<file path="config.mk">
export PLATFORM = sky130hd
export DESIGN_NAME = store_data_aligner
export DESIGN_NICKNAME = d
export VERILOG_FILES = /design/src/rtl/store_data_aligner_pkg.sv /design/src/rtl/store_data_aligner_lane_gen.sv /design/src/rtl/store_data_aligner.sv
export SDC_FILE = /design/constraint.sdc
export NUM_CORES = 1
export LEC_CHECK = 0
export ABC_CLOCK_PERIOD_IN_PS = 1800
export CORE_ASPECT_RATIO = 0.5
export CORE_MARGIN = 2
export CORE_UTILIZATION = 40
export CTS_CLUSTER_DIAMETER = 200
export CTS_CLUSTER_SIZE = 28
export DETAILED_ROUTE_END_ITERATION = 10
export HOLD_SLACK_MARGIN = 0.05
export PLACE_DENSITY_LB_ADDON = 0.1
export SLEW_MARGIN = 40
export SYNTH_ARGS = -nofsm -noshare
export SYNTH_HDL_FRONTEND = slang
export SYNTH_SLANG_ARGS = --single-unit
</file>
<file path="constraint.sdc">
create_clock -name clk -period 1.8 [get_ports clk]
set_clock_uncertainty 0.1 [all_clocks]
set_input_delay 0.18 -clock clk [delete_from_list [all_inputs] [get_ports clk]]
set_output_delay 0.18 -clock clk [all_outputs]
set_load 0.02 [all_outputs]
</file>
<file path="src/rtl/store_data_aligner_pkg.sv">
// Shared RV32I store encodings, aligner FSM states and byte-enable constants.
package rv32i_pkg;

    localparam logic [2:0] F3_SB = 3'b000;
    localparam logic [2:0] F3_SH = 3'b001;
    localparam logic [2:0] F3_SW = 3'b010;

    localparam logic [3:0] BE_BYTE = 4'b0001;
    localparam logic [3:0] BE_HALF = 4'b0011;
    localparam logic [3:0] BE_WORD = 4'b1111;

    typedef enum logic [1:0] {
        IDLE  = 2'd0,
        BEAT0 = 2'd1,
        BEAT1 = 2'd2,
        RESP  = 2'd3
    } state_e;

endpackage

</file>
<file path="src/rtl/store_data_aligner_lane_gen.sv">
// Combinational lane generator: store type, byte offset and rs2 data to an
// 8-lane enable/data window spanning the addressed word and the next one.
module store_lane_gen
    import rv32i_pkg::*;
(
    input  logic [2:0]  type_i,
    input  logic [1:0]  off_i,
    input  logic [31:0] data_i,
    output logic [7:0]  be8_o,
    output logic [63:0] d64_o,
    output logic        illegal_o,
    output logic        crosses_o
);

    logic [3:0]  base_be;
    logic [31:0] masked;

    always_comb begin
        base_be   = '0;
        masked    = '0;
        illegal_o = 1'b0;
        case (type_i)
            F3_SB: begin
                base_be = BE_BYTE;
                masked  = {24'h0, data_i[7:0]};
            end
            F3_SH: begin
                base_be = BE_HALF;
                masked  = {16'h0, data_i[15:0]};
            end
            F3_SW: begin
                base_be = BE_WORD;
                masked  = data_i;
            end
            default: illegal_o = 1'b1;
        endcase
    end

    assign be8_o     = {4'b0000, base_be} << off_i;
    assign d64_o     = {32'h0, masked} << {off_i, 3'b000};
    assign crosses_o = |be8_o[7:4];

endmodule

</file>
<file path="src/rtl/store_data_aligner.sv">
// RV32I store data aligner: lane-positions SB/SH/SW onto a 32-bit write port.
// MISALIGNED_SPLIT_EN: when defined, word-crossing stores go out as two beats.
module store_data_aligner
    import rv32i_pkg::*;
#(
    parameter int unsigned TIMEOUT_CYC = 16
) (
    input  logic        clk,
    input  logic        rst,
    input  logic        req_valid,
    output logic        req_ready,
    input  logic [31:0] req_addr,
    input  logic [31:0] req_data,
    input  logic [2:0]  req_type,
    output logic        mem_valid,
    input  logic        mem_ready,
    output logic [31:0] mem_addr,
    output logic [31:0] mem_wdata,
    output logic [3:0]  mem_be,
    output logic        rsp_valid,
    output logic        rsp_err
);

    localparam int unsigned CNT_W = (TIMEOUT_CYC < 2) ? 1 : $clog2(TIMEOUT_CYC);

    state_e            state_q, state_d;
    logic [31:0]       mem_addr_q, mem_addr_d;
    logic [31:0]       mem_wdata_q, mem_wdata_d;
    logic [3:0]        mem_be_q, mem_be_d;
    logic              rsp_err_q, rsp_err_d;
    logic [CNT_W-1:0]  cnt_q, cnt_d;

    logic [7:0]        be8;
    logic [63:0]       d64;
    logic              illegal;
    logic              crosses;
    logic              timeout_hit;

`ifdef MISALIGNED_SPLIT_EN
    logic [3:0]        hi_be_q, hi_be_d;
    logic [31:0]       hi_wdata_q, hi_wdata_d;
    logic              crosses_q, crosses_d;
`else
    logic              unused_hi_lanes;
    assign unused_hi_lanes = ^{be8[7:4], d64[63:32]};
`endif

    store_lane_gen u_lane_gen (
        .type_i    (req_type),
        .off_i     (req_addr[1:0]),
        .data_i    (req_data),
        .be8_o     (be8),
        .d64_o     (d64),
        .illegal_o (illegal),
        .crosses_o (crosses)
    );

    // Counter holds the number of wait cycles already spent on the current beat.
    assign timeout_hit = (TIMEOUT_CYC != 0) && (32'(cnt_q) == TIMEOUT_CYC - 32'd1);

    always_comb begin
        state_d     = state_q;
        mem_addr_d  = mem_addr_q;
        mem_wdata_d = mem_wdata_q;
        mem_be_d    = mem_be_q;
        rsp_err_d   = 1'b0;
        cnt_d       = cnt_q;
`ifdef MISALIGNED_SPLIT_EN
        hi_be_d     = hi_be_q;
        hi_wdata_d  = hi_wdata_q;
        crosses_d   = crosses_q;
`endif
        case (state_q)
            IDLE: begin
                if (req_valid) begin
                    if (illegal) begin
                        state_d   = RESP;
                        rsp_err_d = 1'b1;
                    end
`ifndef MISALIGNED_SPLIT_EN
                    else if (crosses) begin
                        state_d   = RESP;
                        rsp_err_d = 1'b1;
                    end
`endif
                    else begin
                        state_d     = BEAT0;
                        mem_addr_d  = {req_addr[31:2], 2'b00};
                        mem_be_d    = be8[3:0];
                        mem_wdata_d = d64[31:0];
                        cnt_d       = '0;
`ifdef MISALIGNED_SPLIT_EN
                        hi_be_d     = be8[7:4];
                        hi_wdata_d  = d64[63:32];
                        crosses_d   = crosses;
`endif
                    end
                end
            end
            BEAT0, BEAT1: begin
                if (mem_ready) begin
                    state_d = RESP;
`ifdef MISALIGNED_SPLIT_EN
                    if (state_q == BEAT0 && crosses_q) begin
                        state_d     = BEAT1;
                        mem_addr_d  = mem_addr_q + 32'd4;
                        mem_be_d    = hi_be_q;
                        mem_wdata_d = hi_wdata_q;
                        cnt_d       = '0;
                    end
`endif
                end else if (timeout_hit) begin
                    state_d   = RESP;
                    rsp_err_d = 1'b1;
                end else begin
                    cnt_d = cnt_q + CNT_W'(1);
                end
            end
            RESP:    state_d = IDLE;
            default: state_d = IDLE;
        endcase
    end

    always_ff @(posedge clk) begin
        if (rst) begin
            state_q     <= IDLE;
            mem_addr_q  <= '0;
            mem_wdata_q <= '0;
            mem_be_q    <= '0;
            rsp_err_q   <= 1'b0;
            cnt_q       <= '0;
`ifdef MISALIGNED_SPLIT_EN
            hi_be_q     <= '0;
            hi_wdata_q  <= '0;
            crosses_q   <= 1'b0;
`endif
        end else begin
            state_q     <= state_d;
            mem_addr_q  <= mem_addr_d;
            mem_wdata_q <= mem_wdata_d;
            mem_be_q    <= mem_be_d;
            rsp_err_q   <= rsp_err_d;
            cnt_q       <= cnt_d;
`ifdef MISALIGNED_SPLIT_EN
            hi_be_q     <= hi_be_d;
            hi_wdata_q  <= hi_wdata_d;
            crosses_q   <= crosses_d;
`endif
        end
    end

    assign req_ready = (state_q == IDLE);
    assign mem_valid = (state_q == BEAT0) || (state_q == BEAT1);
    assign rsp_valid = (state_q == RESP);
    assign rsp_err   = rsp_err_q;
    assign mem_addr  = mem_addr_q;
    assign mem_wdata = mem_wdata_q;
    assign mem_be    = mem_be_q;

endmodule

</file>
; ---- Yosys cells after proc, flatten, opt, wreduce, memory -nomap -nowiden
; Cells that the tools add are included.
[classes]
n_shift = 2
eq_ne = 12
n_bitwise = 1
mux = 20
n_reduce_logical = 10
n_addsub = 1
[op_table]
columns = operator, count
row1 = $pmux 32 s3, 1
row2 = $shl 32x5->32, 1
row3 = $mux 4, 5
row4 = $pmux 4 s3, 1
row5 = $mux 2, 5
row6 = $ne 2x2->1 const B, 5
row7 = $pmux 4 s2, 1
row8 = $shl 4x2->8, 1
row9 = $pmux 2 s3, 1
row10 = $reduce_and 6->1, 1
row11 = $mux 1, 5
row12 = $add 4x1->4 const B, 1
row13 = $eq 2x2->1 const B, 2
row14 = $eq 4x4->1 const B, 1
row15 = $reduce_and 4->1, 1
row16 = $reduce_or 4->1, 1
row17 = $eq 3x1->1 const B, 1
row18 = $eq 3x2->1 const B, 1
row19 = $logic_not 3->1, 1
row20 = $ne 3x3->1 const B, 1
row21 = $reduce_or 3->1, 1
row22 = $eq 2x1->1 const B, 1
row23 = $logic_not 2->1, 1
row24 = $pmux 1 s2, 1
row25 = 5 further kinds, 5
[word_totals]
out_inout_bits = 72
ff_bits = 73
wordCells = 52
inputBits = 71

; ---- Longest topological paths before layout
; Gate-level depths: netlist (run 1).
[depth]
depth_word = 8
depth_mapped = 8
depth_no_buf = 6

; ---- Hierarchy
; Synthesis (run 1) repeated with hierarchy kept, for this count alone.
[unflattened]
hier_cells = 496
hier_area_um2 = 3799.9
[by_module_without_submodules]
columns = mod, cells_each, instances, area_per_inst_um2, seq_area_each_um2
row1 = store_data_aligner, 339, 1, 2736.4, 1461.4
row2 = store_lane_gen, 157, 1, 1063.5, 0.0

; ---- Least setup slack after synthesis (run 1)
; No wires, ideal clock.
[synth_timing]
kind = reg2reg
from = register state_q[0]
to = register cnt_q[1]
path_stages_with_launch = 7
period_less_slack_ns = 1.897
arrival_ns = 1.662
setup_ns = 0.135
slack_ns = -0.097
t_required_ns = 1.565
n_path_buf = 0
cell_sequence = dfxtp_1 -> inv_1 -> ha_1 -> nor2b_1 -> a21oi_1 -> o311ai_0 -> o41ai_1
[synth_via]
elab_chain_len = 4
word_cells_on_any_way = 12
cone_classes = eq/ne (7) / mux (1) / reduce/logical (4)
[synth_lines]
columns = item, line_no
row1 = "start, declared", store_data_aligner.sv:26  ; state_e state_q, state_d;
row2 = "start signal, assigned", store_data_aligner.sv:138  ; state_q <= state_d;
row3 = $eq 2x1->1 or $eq 2x2->1 (tied branches), store_data_aligner.sv:73  ; case (state_q)
row4 = $reduce_or 2->1, store_data_aligner.sv:73
row5 = $ne 2x2->1 (no line) or $reduce_bool 2->1 (tied branches), n/a
row6 = $reduce_and 6->1 (no line), n/a
row7 = "end signal, assigned", store_data_aligner.sv:143  ; cnt_q <= cnt_d;
row8 = "end, declared", store_data_aligner.sv:31  ; logic [CNT_W-1:0] cnt_q, cnt_d;
; Parallel ways exist; a longest one is shown, timed or not.
; A chain may end at the register's enable or synchronous reset.

; ---- Final worst setup path (run 1)
[layout_timing]
from = input req_type[0]
to = register mem_wdata_q[28], in the netlist mem_wdata[28]
[layout_via]
elab_chain_len = 6
word_cells_on_any_way = 11
cone_classes = eq/ne (2) / shift (2) / mux (2) / bitwise (1) / reduce/logical (4)
[layout_lines]
columns = item, line_no
row1 = "start, declared", store_data_aligner.sv:14  ; input logic [2:0] req_type,
row2 = "$eq 3x2->1, or another cell as far along", store_data_aligner_lane_gen.sv:22  ; case (type_i)
row3 = $pmux 4 s3, store_data_aligner_lane_gen.sv:22
row4 = $shl 4x2->8, store_data_aligner_lane_gen.sv:39  ; assign be8_o = {4'b0000, base_be} << off_i;
row5 = $reduce_or 4->1, store_data_aligner_lane_gen.sv:41  ; assign crosses_o = |be8_o[7:4];
row6 = $not 1->1 (no line), n/a
row7 = $reduce_and 4->1 (no line), n/a
row8 = "end signal, assigned", store_data_aligner.sv:140  ; mem_wdata_q <= mem_wdata_d;
row9 = "end, declared", store_data_aligner.sv:28  ; logic [31:0] mem_wdata_q, mem_wdata_d;
; Parallel ways exist; a longest one is shown, timed or not.

==> out/qor.yml, run 1 <==
status:
  run_status: "complete, no violations"
sta:
  final-max-slew-violation-count: 0
  finalHoldViolations: 0
  slew_headroom_pct: 64.1
  post_route_fraction_of_the_period_consumed_by_the_critical_path_pct: 95.5
  max_freq_mhz: 582
  final.setup.worst_slack_ns: 0.0808
  worst_slew_pin_slew_ns: 0.536
  finalCriticalPeriod_ns: 1.72
  fin_worst_hold_slack_ns: 0.152
  timing.final.setup_violations: 0
power:
  vdd.ir_drop.worst_mv: 0.726
  leakage_uw: 0.00211
  p_comb_share_pct: 33.6
  net-switching-power_uw: 1880
  p_clk_share_pct: 34.9
  p_int_uw: 3870
  p_seq_share_pct: 31.5
  cellPowerDensity_mw_per_mm2: 973
  sw_frac_of_total_pct: 32.6
floorplanning:
  io_pins: 143
  dieArea_mm2: 0.0100
  fp.dieW_um: 140
  design.core.area_mm2: 0.00883
  row_count: 24
  die_h_um: 71.9
  initial_core_util_pct: 41.7
finish:
  post_route_cells_drive_above_1_share_pct: 16.7
  finish.utilization_pct: 67.0
  insertedDiodeCount: 0
  final_net_count: 677
  postLayoutCellArea_mm2: 0.00591
  syn_to_layout_area_delta_pct: 60.5
yosys:
  synth_area_per_cell_um2: 8.21
  post_synth_instance_area_mm2: 0.00368
  synth.ff_latch_count: 73
  netlist.area_leader.share_pct: 39.7
  synth_cell_type_count: 51
  ys_async_sr_fraction_pct: 0
  yosysWarningCount: 0
  synth_flop_cell: "sky130_fd_sc_hd__dfxtp_1"
  synth.top_cells.by_area: "sky130_fd_sc_hd__dfxtp_1 (40%), sky130_fd_sc_hd__a21oi_1 (11%), sky130_fd_sc_hd__o21ai_0 (7.6%)"
  yosys.area.top_type: "sky130_fd_sc_hd__dfxtp_1"
  synth-edff-count: 0
  commonest_cells_in_the_netlist: "sky130_fd_sc_hd__a21oi_1 (80), sky130_fd_sc_hd__dfxtp_1 (73), sky130_fd_sc_hd__o21ai_0 (56), sky130_fd_sc_hd__nand3_1 (35), sky130_fd_sc_hd__clkbuf_1 (23)"
  netlist_instances: 449
  synth.most_common_cell: "sky130_fd_sc_hd__a21oi_1"
  synth_sequential_area_ratio_pct: 39.7
route:
  vias: 4008
  drt.antenna.violating_nets: 0
  detailedRoute.firstPassIterationCount: 4
  routedWlPerCell_um: 17.0
  routed_via_density: 5.54
  drc_errors: 0
  routed_wirelength_um: 12300
  detail_route.iter0.violations: 297
worst_hold_path:
  min-delay-start: "rst"
  cell_count_of_the_worst_hold_path: 2
  min-delay-path-class: "in -> reg"
global_routing:
  first_pass_grt_wire_length_um: 19200
  grt-ovfl-total: 0
  antenna_found_initial: 0
  largest_net_degree_at_the_start_of_global_routing: 52
  global_route.usage.total_pct: 24.0
  first_global_vias: 3699
clock_network:
  cts_max_path_buffers: 2
  clock_latency_ns: 0.33
  root_buffer: "sky130_fd_sc_hd__clkbuf_16"
  clock_transition_at_the_registers_of_the_reported_paths_ns: 0.06
  tritoncts_num_sinks: 73
  tritoncts: "built"
  cts_made_buffers: 9
  post_cts_hold_buffer_count: 0
  cts.htree.levels: 3
critical_path:
  timing.critical_path.cells: "clkdlybuf4s50_1, buf_4, buf_4, o21ai_0, a211oi_1, a21oi_1, a211oi_2"
  crit_buf_inv: 3
  cp-startpoint: "req_type[0]"
  r2r.worst_path.cells: 7
  worst_path_most_repeated_cell: "sky130_fd_sc_hd__buf_4"
  critical_path_cell_count: 7
  critical_path_data_required_time_ns: 1.96
  cp-end-kind: "flop"
  cpMaxStageDelayCell: "sky130_fd_sc_hd__clkdlybuf4s50_1"
  crit_arrival_ns: 1.88
  timing.critical_path.slowest_cell_delay_ns: 0.45
  worstSetupPathType: "in -> reg"
  critPathTopFamily: "compound AO/OA/AOI/OAI gates"
  worstReg2RegStart: "state_q[0]$_SDFFE_PP0P_"
  start_kind: "primary input"
  crit_fanout: 10
placement:
  placement.setup.worst_slack_ns: -0.361
  placed_area_mm2: 0.00548
  detailed_place_hpwl_um: 8600
  gp_congestion: 0.860
  place.port_buffers: 140
job:
  cap_viol_max_count: 0
[final timing paths]
| kind | to | slack (ns) |
|---|---|---|
| max | mem_wdata[28]$_SDFFE_PP0P_ | 0.08 |
| min | mem_addr[16]$_SDFFE_PP0P_ | 0.15 |
| max reg2reg | cnt_q[2]$_SDFFE_PP0P_ | 0.08 |
| min reg2reg | mem_addr[3]$_SDFFE_PP0P_ | 0.37 |
[placed cells by master (no fill, tap or decap), types with 3 or more instances in the layout]
master	count
sky130_fd_sc_hd__a21oi_1	78
sky130_fd_sc_hd__nand4b_1	9
sky130_fd_sc_hd__a21oi_2	3
sky130_fd_sc_hd__o21ai_1	4
sky130_fd_sc_hd__a211oi_2	14
sky130_fd_sc_hd__nor2b_1	11
sky130_fd_sc_hd__nor3_1	6
sky130_fd_sc_hd__clkbuf_16	9
sky130_fd_sc_hd__o21ai_0	56
sky130_fd_sc_hd__inv_1	19
sky130_fd_sc_hd__buf_4	36
sky130_fd_sc_hd__a211oi_1	11
sky130_fd_sc_hd__a22oi_1	9
sky130_fd_sc_hd__clkdlybuf4s50_1	134
sky130_fd_sc_hd__o32ai_2	4
sky130_fd_sc_hd__mux2i_1	9
sky130_fd_sc_hd__nand3_1	35
sky130_fd_sc_hd__ha_1	3
sky130_fd_sc_hd__o32ai_1	4
sky130_fd_sc_hd__dlygate4sd2_1	3
sky130_fd_sc_hd__dfxtp_1	73
sky130_fd_sc_hd__nand2_1	9
sky130_fd_sc_hd__nor2_1	10
sky130_fd_sc_hd__buf_12	8
[sequential cells by signal (all words and copies together), names as in the netlist]
name,flops
cnt_q,4
mem_addr,30
mem_be,4
mem_wdata,32
rsp_err,1
state_q,2
[metrics by stage]
| step | total power [uW] | std cells | setup TNS [ns] |
|---|---|---|---|
| 4_1_cts | 5690 | 723 | 0 |
| 5_1_grt | 6000 | 723 | -0.000971 |
| 6_report | 5750 | 723 | 0 |
| 2_1_floorplan | 2850 | 450 | 0 |
| 3_3_place_gp | 3690 | 707 | -13.13 |
| 3_5_place_dp | 3710 | 707 | -14.63 |
[area by class of cell]
type / count / area, um^2
clock buffers: 10 / 239
clock inverters: 6 / 88.8
fillers: 767 / 2920
inverters: 21 / 78.8
multi-input cells: 310 / 2050
flip-flops and latches: 73 / 1460
well taps: 117 / 146
repair buffers: 186 / 1850
[logic make-up after synthesis]
kind of cell	Yosys count	share of synthesized area, %
flops	73	39.7
xor+xnor	1	0.238
compound gates	198	32.8
other cells	1	0.102
fa+ha+maj	5	1.70
buf+inv	67	8.22
mux	9	2.44
simple gates	95	14.8
[repair_timing]
| action | 4_1_cts | 5_1_grt |
|---|---|---|
| pin swaps | 0 | 1 |
| setup buffers | 0 | 0 |
| resized for setup | 7 | 20 |
| endpoints found under the setup margin | 7 | 66 |
[power groups by stage]
stage	Combinational [uW]	Clock [uW]	Sequential, uW
floorplan	888	0	1960
global placement	1850	0	1840
detailed placement	1860	0	1850
CTS	1850	2030	1810
global route	2070	2100	1830
finish	1930	2010	1810
[routing by layer]
metal	part of all wire, %	vias up	global-route usage (%)
met2	45	152	36.6
li1	-	1945	-
met1	47	1888	34.1
met5	0	-	0
met4	1.6	0	6.78
met3	6.9	23	6.02
[worst reg2reg max path: cells and delay by family (launching register included)]
family	cells	cell delay, ns
compound gates	3	0.51
buf+inv	2	0.24
fa+ha+maj	1	0.26
flops	1	0.35
simple gates	1	0.13
Note: power is estimated with default switching activity, not from simulation.
==> inputs of run 2 (changes only) <==
- SETUP_SLACK_MARGIN: unset -> 0.5
==> out/qor.yml, run 2 (same netlist as run 1, synthesis figures left out) <==
power:
  vdd.ir_drop.worst_mv: 0.990  # +36%
  leakage_uw: 0.00270  # +28%
  cellPowerDensity_mw_per_mm2: 997  # +2.5%
floorplanning:
  fp.dieW_um: 140  # unchanged
  die_h_um: 71.9  # unchanged
  design.core.area_mm2: 0.00883  # unchanged
  io_pins: 143  # unchanged
  dieArea_mm2: 0.0100  # unchanged
  row_count: 24  # unchanged
  initial_core_util_pct: 41.7  # unchanged
global_routing:
  first_global_vias: 4341  # +17%
  first_pass_grt_wire_length_um: 23100  # +20%
  global_route.usage.total_pct: 29.4  # +5.4 points
  grt-ovfl-total: 0  # unchanged
  largest_net_degree_at_the_start_of_global_routing: 42  # -19%
  antenna_found_initial: 0  # unchanged
worst_hold_path:
  min-delay-path-class: "in -> reg"
  min-delay-start: "rst"
job:
  cap_viol_max_count: 0  # unchanged
critical_path:
  cp-startpoint: "state_q[1]$_SDFFE_PP0P_"
  timing.critical_path.slowest_cell_delay_ns: 0.35  # -0.10 ns
  critical_path_data_required_time_ns: 1.98  # +0.02 ns
  crit_arrival_ns: 1.84  # -0.04 ns
  critPathTopFamily: "buffers and inverters"
  worstReg2RegStart: "state_q[1]$_SDFFE_PP0P_"
  crit_buf_inv: 3  # unchanged
  cp-end-kind: "flop"
  crit_fanout: 7  # -3
  worstSetupPathType: "reg -> reg"
  start_kind: "flop"
  timing.critical_path.cells: "inv_4, ha_4, buf_6, nand2_8, nor4_4, buf_4, nand2_1, a21oi_1"
  cpMaxStageDelayCell: "sky130_fd_sc_hd__dfxtp_4"
sta:
  timing.final.setup_violations: 0  # unchanged
  finalCriticalPeriod_ns: 1.66  # -0.0579 ns
  rsz0062_at_grt: "true"
  final.setup.worst_slack_ns: 0.139  # +0.0579 ns
  finalHoldViolations: 0  # unchanged
  post_route_fraction_of_the_period_consumed_by_the_critical_path_pct: 92.3  # -3.2 points
  final-max-slew-violation-count: 0  # unchanged
  max_freq_mhz: 602  # +3.5%
placement:
  detailed_place_hpwl_um: 8830  # +2.7%
  gp_congestion: 0.877  # +1.9%
  placed_area_mm2: 0.00582  # +6.2%
  place.port_buffers: 140  # unchanged
  placement.setup.worst_slack_ns: -0.382  # -0.0205 ns
  placed_cells: 717  # +1.4%
clock_network:
  root_buffer: "sky130_fd_sc_hd__clkbuf_16"
  cts.htree.levels: 3  # unchanged
  tritoncts: "built"
  cts_max_path_buffers: 2  # unchanged
  post_cts_hold_buffer_count: 0  # unchanged
  tritoncts_num_sinks: 73  # unchanged
  clock_latency_ns: 0.35  # +0.02 ns
  clock_transition_at_the_registers_of_the_reported_paths_ns: 0.06  # about the same
  cts_made_buffers: 9  # unchanged
finish:
  post_route_cells_drive_above_1_share_pct: 49.2  # +33 points
  layout.area.seq_mm2: 0.00147  # +0.77%
  syn_to_layout_area_delta_pct: 98.0
  largest_register_ffs: 32  # unchanged
  final_cell_mix: "sky130_fd_sc_hd__dfxtp_1 (68), sky130_fd_sc_hd__clkdlybuf4s50_1 (64), sky130_fd_sc_hd__buf_4 (56)"
  final.fill_count: 543  # -29%
  final_net_count: 729  # +7.7%
  insertedDiodeCount: 0  # unchanged
  postLayoutCellArea_mm2: 0.00730  # +23%
  most_common_cell_after_layout_fill_and_taps_aside: "sky130_fd_sc_hd__dfxtp_1"
  total_area_of_multi_input_combinational_cells_mm2: 0.00277  # +35%
  instances_no_fill: 775  # +7.2%
  finish.utilization_pct: 82.6  # +16 points
route:
  routed_via_density: 6.01  # +8.3%
  detailedRoute.firstPassIterationCount: 10  # +6
  vias: 4655  # +16%
  drc_errors: 2  # +2
  detail_route.iter0.violations: 412  # +39%
  routedWlPerCell_um: 21.1  # +24%
  drt.antenna.violating_nets: 0  # unchanged
  routed_wirelength_um: 16400  # +33%
status:
  failed_checks: "design-rule violations"
  run_status: "finished, violations left"
## run 2: cell types whose count changed in the layout (fill, tap and decap cells not counted), sizes merged, moves of 2 or more
cell | previous run | this run
buf | 47 | 105
bufbuf | 0 | 2
clkbuf | 10 | 40
clkdlybuf4s15 | 0 | 29
clkdlybuf4s50 | 134 | 64
clkinv | 2 | 4
dlygate4sd2 | 3 | 7
dlymetal6s2s | 2 | 0
## run 2: where the power goes
group / switching (uW) / internal, uW
Sequential: 105 / 1750
Clock: 758 / 1230
Combinational: 1650 / 1780
Total: 2510 / 4760
## run 2: per-stage QoR
| step | hold slack, ns | setup TNS, ns | power [uW] |
|---|---|---|---|
| final | 0.137 | 0 | 7270 |
| after global routing | 0.143 | 0 | 7510 |
| after CTS | 0.106 | 0 | 6740 |
| after detailed placement | 0.363 | -16.63 | 3890 |
| after global placement | 0.357 | -15.27 | 3860 |
| after floorplan | 0.211 | 0 | 3070 |
## run 2: area by class of cell
cell class              instances  share of cell area (%)
multi-input cells             310                    37.9
flip-flops and latches         73                    20.2
inverters                      21                    1.15
well taps                     117                    2.01
clock inverters                 7                    1.41
repair buffers                238                    34.3
clock buffers                   9                    3.09
## run 2: path summary, 6_finish.rpt
kind,end,slack [ns],depth (start not counted)
worst min-delay path,cnt_q[2]$_SDFFE_PP0P_,0.14,2
worst max register to register,mem_wdata[1]$_SDFFE_PP0P_,0.14,8
worst min register to register,mem_addr[9]$_SDFFE_PP0P_,0.36,2
worst max-delay path,mem_wdata[1]$_SDFFE_PP0P_,0.14,8
## run 2: layer usage
metal / vias up / share of wire [%] / global-route usage [%]
li1: 2069 / - / -
met1: 2279 / 42 / 38.6
met2: 263 / 47 / 47.8
met3: 44 / 8.9 / 7.82
met4: 0 / 2.5 / 9.67
met5: - / 0 / 0
## run 2: what timing repair did
| action | 4_1_cts | 5_1_grt |
|---|---|---|
| setup endpoints to repair | 143 | 131 |
| resized for setup | 220 | 175 |
| cloned | 9 | 1 |
| setup buffers | 22 | 10 |
| pin swaps | 72 | 34 |
==> inputs of run 3 (changes only) <==
- CORE_ASPECT_RATIO: 0.5 -> 1.25
==> out/qor.yml, run 3 (same netlist as run 1, synthesis figures left out) <==
critical_path:
  cp-end-kind: "flop"
  crit_arrival_ns: 1.79  # -0.05 ns
  worstSetupPathType: "reg -> reg"
  start_kind: "flop"
  crit_buf_inv: 1  # -2
  timing.critical_path.cells: "inv_6, ha_4, nor2b_4, a21oi_4, o31ai_1, a21oi_1"
  critical_path_data_required_time_ns: 1.91  # -0.07 ns
  timing.critical_path.slowest_cell_delay_ns: 0.37  # +0.02 ns
  cpMaxStageDelayCell: "sky130_fd_sc_hd__dfxtp_4"
  r2r.worst_path.cells: 6  # -2
  critPathTopFamily: "compound AO/OA/AOI/OAI gates"
  critical_path_cell_count: 6  # -2
  crit_fanout: 6  # -1
global_routing:
  global_route.usage.total_pct: 28.9  # -0.48 points
  grt-ovfl-total: 0  # unchanged
  first_global_vias: 4277  # -1.5%
  first_pass_grt_wire_length_um: 23200  # +0.24%
  antenna_found_initial: 0  # unchanged
  largest_net_degree_at_the_start_of_global_routing: 33  # -21%
clock_network:
  cts_max_path_buffers: 2  # unchanged
  clock_transition_at_the_registers_of_the_reported_paths_ns: 0.07  # about the same
  root_buffer: "sky130_fd_sc_hd__clkbuf_16"
  tritoncts: "built"
  tritoncts_num_sinks: 73  # unchanged
  post_cts_hold_buffer_count: 0  # unchanged
  cts.htree.levels: 3  # unchanged
  clock_latency_ns: 0.34  # about the same
  cts_made_buffers: 9  # unchanged
finish:
  total_area_of_multi_input_combinational_cells_mm2: 0.00264  # -4.5%
  finish.utilization_pct: 79.0  # -3.6 points
  final_cell_mix: "sky130_fd_sc_hd__dfxtp_1 (69), sky130_fd_sc_hd__clkdlybuf4s50_1 (64), sky130_fd_sc_hd__buf_4 (45)"
  layout.area.seq_mm2: 0.00147  # about the same
  largest_register_ffs: 32  # unchanged
  post_route_cells_drive_above_1_share_pct: 42.3  # -6.9 points
  final.fill_count: 588  # +8.3%
  most_common_cell_after_layout_fill_and_taps_aside: "sky130_fd_sc_hd__dfxtp_1"
  insertedDiodeCount: 0  # unchanged
  syn_to_layout_area_delta_pct: 93.5
  final_net_count: 718  # -1.5%
placement:
  gp_congestion: 0.915  # +4.3%
  place.port_buffers: 140  # unchanged
  detailed_place_hpwl_um: 8370  # -5.2%
sta:
  worst_slew_pin_slew_ns: 0.619
  timing.final.setup_violations: 0  # unchanged
  fin_worst_hold_slack_ns: 0.124  # -0.0133 ns
  max_freq_mhz: 596  # -0.95%
  rsz0062_at_grt: "true"
  post_route_fraction_of_the_period_consumed_by_the_critical_path_pct: 93.2  # +0.89 points
  final-max-slew-violation-count: 0  # unchanged
  slew_headroom_pct: 58.7
  finalCriticalPeriod_ns: 1.68  # +0.0160 ns
  finalHoldViolations: 0  # unchanged
route:
  routed_wirelength_um: 15900  # -2.9%
  routedWlPerCell_um: 20.6  # -2.3%
  detail_route.iter0.violations: 285  # -31%
  drt.antenna.violating_nets: 0  # unchanged
  drc_errors: 0  # -2
  routed_via_density: 5.79  # -3.7%
  vias: 4456  # -4.3%
  detailedRoute.firstPassIterationCount: 5  # -5
floorplanning:
  initial_core_util_pct: 40.8  # -0.92 points
  row_count: 39  # +63%
  io_pins: 143  # unchanged
  die_h_um: 111  # +55%
  dieArea_mm2: 0.0100  # -0.41%
  fp.dieW_um: 89.8  # -36%
  design.core.area_mm2: 0.00903  # +2.3%
power:
  vdd.ir_drop.worst_mv: 0.773  # -22%
  p_comb_share_pct: 43.9  # -3.3 points
  leakage_uw: 0.00267  # -1.1%
  net-switching-power_uw: 2410  # -3.9%
  total_power_uw: 7130  # -1.9%
  cellPowerDensity_mw_per_mm2: 1000  # +0.30%
  sw_frac_of_total_pct: 33.9  # -0.70 points
  p_seq_share_pct: 26.0  # +0.4 points
  p_int_uw: 4710  # -0.90%
  p_clk_share_pct: 30.2  # +2.9 points
job:
  cap_viol_max_count: 0  # unchanged
status:
  run_status: "complete, no violations"
worst_hold_path:
  min-delay-path-class: "in -> reg"
  cell_count_of_the_worst_hold_path: 4  # +2
[run 3: worst paths after layout]
kind	startpoint	to	slack, ns
min reg2reg	mem_addr[4]$_SDFFE_PP0P_	mem_addr[4]$_SDFFE_PP0P_	0.37
min	req_type[2]	mem_be[3]$_SDFFE_PP0P_	0.12
max reg2reg	state_q[1]$_SDFFE_PP0P_	cnt_q[0]$_SDFFE_PP0P_	0.12
max	state_q[1]$_SDFFE_PP0P_	cnt_q[0]$_SDFFE_PP0P_	0.12
[run 3: what timing repair did]
item | in CTS | in global routing
pin swaps | 57 | 32
cloned | 14 | 1
gates resized for setup | 217 | 115
endpoints found under the setup margin | 143 | 118
setup buffers | 24 | 8
[run 3: per-layer routing]
metal,wire [um],track usage [%]
met3,1080,5.44
met4,446,9.54
met5,0,0
met1,6190,34.8
met2,8160,52.0
[run 3: layout make-up]
cell class	instances	share of cell area [%]
sequential	73	20.6
multi-input combinational	311	37.0
inverter	21	1.21
tap	123	2.16
clock inverter	6	1.58
timing repair buffer	226	34.0
clock buffer	10	3.35
[run 3: power groups by stage]
stage	Combinational, uW	Clock (uW)	Sequential [uW]
floorplan	1090	0	1980
global placement	1890	0	1860
detailed placement	1910	0	1870
CTS	2720	2140	1830
global route	3240	2240	1870
finish	3130	2150	1850
[run 3: through the flow]
| stage | cells | worst slack [ns] | setup TNS, ns | cell area (um^2) |
|---|---|---|---|---|
| floorplan | 450 | 0.269 | 0 | 3980 |
| global placement | 707 | -0.293 | -13.07 | 5640 |
| detailed placement | 707 | -0.370 | -15.45 | 5640 |
| CTS | 761 | 0.211 | 0 | 6810 |
| global route | 770 | 0.0756 | 0 | 7130 |
| finish | 770 | 0.123 | 0 | 7130 |
[run 3: worst register-to-register path: stages (launching register included)]
cell and delay (ns):
sky130_fd_sc_hd__dfxtp_4 0.37, sky130_fd_sc_hd__inv_6 0.05, sky130_fd_sc_hd__ha_4 0.30, sky130_fd_sc_hd__nor2b_4 0.22, sky130_fd_sc_hd__a21oi_4 0.12, sky130_fd_sc_hd__o31ai_1 0.27
sky130_fd_sc_hd__a21oi_1 0.13
